[src/rtl/gps_ser_reader_pkg.sv]
// Shared definitions for the GPS serial read port: GET_* op bit positions,
// word width and the reader FSM state type.
package gps_ser_reader_pkg;

    localparam int unsigned GET_CHAN_IQ  = 0;
    localparam int unsigned GET_SRQ      = 1;
    localparam int unsigned GET_SNAPSHOT = 2;

    localparam int unsigned WORD_W = 16;

    typedef enum logic [2:0] {
        ST_IDLE,
        ST_LOAD,
        ST_SHIFT,
        ST_EMIT,
        ST_DONE
    } state_e;

endpackage

[src/rtl/gps_ser_pack.sv]
// 16-bit MSB-first pack register: successive bits fill word[15] down to word[0].
// full flags that the slot being written now is the last one in the word.
module gps_ser_pack
    import gps_ser_reader_pkg::*;
(
    input  logic              clk,
    input  logic              rst,
    input  logic              clr,
    input  logic              bit_en,
    input  logic              bit_in,
    output logic [WORD_W-1:0] word,
    output logic              full
);

    logic [WORD_W-1:0] word_q, word_d;
    logic [3:0]        pos_q, pos_d;

    always_comb begin
        word_d = word_q;
        pos_d  = pos_q;
        if (clr) begin
            word_d = '0;
            pos_d  = '0;
        end else if (bit_en) begin
            word_d[4'd15 - pos_q] = bit_in;
            pos_d                 = pos_q + 4'd1;
        end
    end

    always_ff @(posedge clk or posedge rst) begin
        if (rst) begin
            word_q <= '0;
            pos_q  <= '0;
        end else begin
            word_q <= word_d;
            pos_q  <= pos_d;
        end
    end

    assign word = word_q;
    assign full = (pos_q == 4'd15);

endmodule

[src/rtl/gps_ser_reader.sv]
// Host-side GPS serial read port: one rdReg load strobe, then one rdBit per bit,
// packing ser MSB-first into 16-bit words delivered over valid/ready.
module gps_ser_reader
    import gps_ser_reader_pkg::*;
#(
    parameter int unsigned MAX_BITS = 256,
    parameter int unsigned CNT_W    = 9
) (
    input  logic              clk,
    input  logic              rst,
    input  logic              start,
    input  logic [2:0]        sel,
    input  logic [CNT_W-1:0]  nbits,
    output logic              busy,
    output logic              done,
    output logic              rdReg,
    output logic              rdBit,
    output logic [15:0]       op,
    input  logic              ser,
    output logic [WORD_W-1:0] dout,
    output logic              dout_valid,
    input  logic              dout_ready
);

    state_e           state_q, state_d;
    logic [2:0]       sel_q, sel_d;
    logic [CNT_W-1:0] remain_q, remain_d;
    logic [CNT_W-1:0] nbits_clamped;
    logic             pk_clr, pk_en, pk_full;

    assign nbits_clamped = (nbits > CNT_W'(MAX_BITS)) ? CNT_W'(MAX_BITS) : nbits;

    always_comb begin
        state_d  = state_q;
        sel_d    = sel_q;
        remain_d = remain_q;
        pk_clr   = 1'b0;
        pk_en    = 1'b0;
        case (state_q)
            ST_IDLE: begin
                if (start && (sel != 3'b000)) begin
                    sel_d    = sel;
                    remain_d = nbits_clamped;
                    state_d  = ST_LOAD;
                end
            end
            ST_LOAD: begin
                pk_clr  = 1'b1;
                state_d = (remain_q == '0) ? ST_DONE : ST_SHIFT;
            end
            ST_SHIFT: begin
                // ser reflects the current shifter MSB; it is captured on the same edge rdBit shifts
                pk_en    = 1'b1;
                remain_d = remain_q - 1'b1;
                if (pk_full || (remain_q == CNT_W'(1)))
                    state_d = ST_EMIT;
            end
            ST_EMIT: begin
                if (dout_ready) begin
                    pk_clr  = 1'b1;
                    state_d = (remain_q == '0) ? ST_DONE : ST_SHIFT;
                end
            end
            ST_DONE: state_d = ST_IDLE;
            default: state_d = ST_IDLE;
        endcase
    end

    always_ff @(posedge clk or posedge rst) begin
        if (rst) begin
            state_q  <= ST_IDLE;
            sel_q    <= '0;
            remain_q <= '0;
        end else begin
            state_q  <= state_d;
            sel_q    <= sel_d;
            remain_q <= remain_d;
        end
    end

    gps_ser_pack u_pack (
        .clk    (clk),
        .rst    (rst),
        .clr    (pk_clr),
        .bit_en (pk_en),
        .bit_in (ser),
        .word   (dout),
        .full   (pk_full)
    );

    always_comb begin
        op = '0;
        if (state_q == ST_LOAD) begin
            op[GET_CHAN_IQ]  = sel_q[GET_CHAN_IQ];
            op[GET_SRQ]      = sel_q[GET_SRQ];
            op[GET_SNAPSHOT] = sel_q[GET_SNAPSHOT];
        end
    end

    assign busy       = (state_q == ST_LOAD) || (state_q == ST_SHIFT) || (state_q == ST_EMIT);
    assign done       = (state_q == ST_DONE);
    assign rdReg      = (state_q == ST_LOAD);
    assign rdBit      = (state_q == ST_SHIFT);
    assign dout_valid = (state_q == ST_EMIT);

endmodule

[config.mk]
export PLATFORM = sky130hd
export DESIGN_NAME = gps_ser_reader
export DESIGN_NICKNAME = d
export VERILOG_FILES = /design/src/rtl/gps_ser_reader_pkg.sv /design/src/rtl/gps_ser_pack.sv /design/src/rtl/gps_ser_reader.sv
export SDC_FILE = /design/constraint.sdc
export NUM_CORES = 1
export LEC_CHECK = 0
export ABC_AREA = 1
export BUFFER_PORTS_ARGS = -buffer_cell sky130_fd_sc_hd__buf_2
export CAP_MARGIN = 20
export CELL_PAD_IN_SITES_DETAIL_PLACEMENT = 1
export CELL_PAD_IN_SITES_GLOBAL_PLACEMENT = 2
export CORE_MARGIN = 3
export CORE_UTILIZATION = 31
export CTS_CLUSTER_DIAMETER = 60
export DETAILED_ROUTE_END_ITERATION = 8
export HOLD_SLACK_MARGIN = 0.05
export PLACE_DENSITY_LB_ADDON = 0.3
export SYNTH_ARGS = -nofsm -noshare
export SYNTH_HDL_FRONTEND = slang
export SYNTH_SLANG_ARGS = --single-unit
[constraint.sdc]
create_clock -name clk -period 1.9 [get_ports clk]
set_input_delay 0.19 -clock clk [delete_from_list [all_inputs] [get_ports clk]]
set_output_delay 0.19 -clock clk [all_outputs]
set_load 0.01 [all_outputs]
==> run summary <==
Status - finished clean
Share of post-route cells with drive strength above 1 - 0.174
Post-Route WL - 5330 um
Yosys cell types - 25
Root Driver - clkbuf_8
FMAX - 600 MHz
Post-synth top cells - nor2_1, nand2_1, inv_1
CTS Buffer Depth - 2
Area grow syn2layout - 15.5%
# setup viols final - 0
GRT Util Overall - 0.150
Post-synthesis register bit count - 35
Final period util - 0.877
Post-Synthesis Cells - 287
Setup TNS - 0 ps
Final hold violations - 0
Final slew viol count - 0
Fillers - 828
CP required - 1710 ps
Multi-input gate area - 996 um^2
Dominant cell type by area after synthesis - dfrtp_1
Post-synth EDFFs - 0
Ys Warns - 0
CP Max Fanout - 21
Switching share of total power - 0.466
Share of the synthesized area in the top cell type - 0.415
Startpoint Class - register
Min Clock Period, post-route - 1670 ps
Die area - 7830 um^2
Global route overflow - 0
Min-delay worst type - input pin to register
Clk sinks - 35
Vias - 1939
Top cells by area, synth - dfrtp_1, nor2_1, nand2_1
MaxCap Viol Count - 0
P_sw - 1.51 mW
Seq pwr share - 0.346
Routed Antenna Nets - 0
Crit path kind - register to primary output
WP data arrival - 1480 ps
Top Ports - 54
Logic pwr share - 0.490
Setup ws final - 234 ps
Num CTS Buffers - 5
# Post-CTS Setup Buffers - 0
Max transition margin - 0.557
Final Wtd Congestion - 0.777
LEAKAGE - 1.31 nW
Least-Margin Pin Slew - 660 ps
Worst skew pair latency - 290 ps
Die height - 88.5 um
Initial Utilization - 0.327
Register area - 876 um^2
Post-synthesis instance area - 2110 um^2
Cell with the most instances after synthesis - nor2_1
CTS tree - built
Initial DRC count - 98
Clock Skew - 5.50 ps
# port buffers - 40
Pint - 1.73 mW
Core area - 6460 um^2
Cts-stage hold buffer count - 1
Initial DRT Pass Iterations - 4
Avg WL per Cell - 13.0 um
Detailed-route DRC error count - 0
Rows - 29
H-Tree Depth - 2
Clock power share - 0.163
Pwr dens - 1330 nW/um^2
Cts repair resizes - 0
Dpl hpwl - 4080 um
Synth Area per Inst - 7.35 um^2
Die Width - 88.5 um
Vias in the first global route - 1941
Main synth FF type - dfrtp_1
FFs w/ async S/R, synth - 1.00
Final #Nets - 356
Vias per inst - 4.73
Largest net degree at the start of global routing - 36
First-pass GRT wire length - 9130 um
DP Worst Slack - 318 ps
Sequential fraction of the synthesis area - 0.415
Unrepaired setup endpoints after global routing - false
Antenna violations before repair - 0
Clock-pin slew on the worst setup and hold paths - 70 ps
Worst vdd ir - 0.480 mV
Antenna Cells - 0
Worst Setup End Kind - primary output
layout make-up:
cell class	count	share of cell area
clock buffers	5	0.0282
clock inverters	3	0.00616
repair buffers	45	0.0985
inverters	39	0.0600
well taps	77	0.0395
flip-flops and latches	35	0.359
multi-input cells	206	0.408
logic make-up after synthesis:
group	Yosys count	synth area share
AO/OA/AOI/OAI	48	0.126
AND/OR/NAND/NOR	137	0.277
flip-flops	35	0.415
XOR/XNOR	1	0.00415
adder cells (fa/ha/maj)	7	0.0415
buffers and inverters	58	0.135
other	1	0.00178
metal layers:
metal	GRT usage	routed length, um	vias up
met5	0	0	-
met4	0.0453	44	0
met3	0.0289	187	4
met2	0.234	2350	41
met1	0.210	2750	903
li1	-	-	991
flip-flops by register name, summed over array words and instances (netlist names):
signal,flops
state_q,3
sel_q,3
u_pack.pos_q,4
remain_q,9
u_pack.word,16
placed cells by master, fill, tap and decap left out:
cell and count:
nor2_2 1, clkinv_2 3, conb_1 13, nor2_4 1
a21oi_1 16, buf_4 4, o21ai_0 16, nor3_1 5
clkbuf_8 5, nand3_1 29, inv_2 2, ha_1 7
xor2_1 1, or2_0 1, o211ai_1 6, dfrtp_1 35
nand2_1 47, inv_1 37, nand4_1 3, buf_2 40
o21ai_1 6, dlygate4sd3_1 1, o31ai_1 4, nor2_1 48
nand2_2 1, nand3_2 1
power groups by stage:
stage,sequential [mW],clock (mW),combinational [mW]
2_1_floorplan,1.12,0,1.17
3_3_place_gp,1.14,0,1.60
3_5_place_dp,1.14,0,1.61
4_1_cts,1.13,0.562,1.61
5_1_grt,1.17,0.597,1.85
6_report,1.12,0.529,1.59
per-stage QoR:
stage | hold WS (ps) | power (mW) | util | instance area [um^2] | instances
detailed placement | 331 | 2.75 | 0.363 | 2340 | 401
finish | 158 | 3.25 | 0.378 | 2440 | 410
global route | 166 | 3.61 | 0.378 | 2440 | 410
floorplan | 337 | 2.30 | - | 2160 | 299
CTS | 148 | 3.30 | 0.378 | 2440 | 410
global placement | 332 | 2.73 | 0.363 | 2340 | 401
worst max-delay path, stage by stage (launching register included):
cell and delay [ps]:
dfrtp_1 410, nor2_1 200, nand2_2 80, inv_2 290
buf_2 210
worst paths after layout:
path                       slack, ps        from             end  cells past startpoint
max in group asynchronous       1020         rst      state_q[1]                      4
max                              230  state_q[0]           rdBit                      4
min                              160    nbits[6]     remain_q[6]                      3
max reg2reg                      330  state_q[0]  u_pack.word[2]                      5
min in group asynchronous        560         rst  u_pack.word[5]                      4
min reg2reg                      490    sel_q[1]        sel_q[1]                      2
Note: power is estimated with default switching activity, not from simulation.
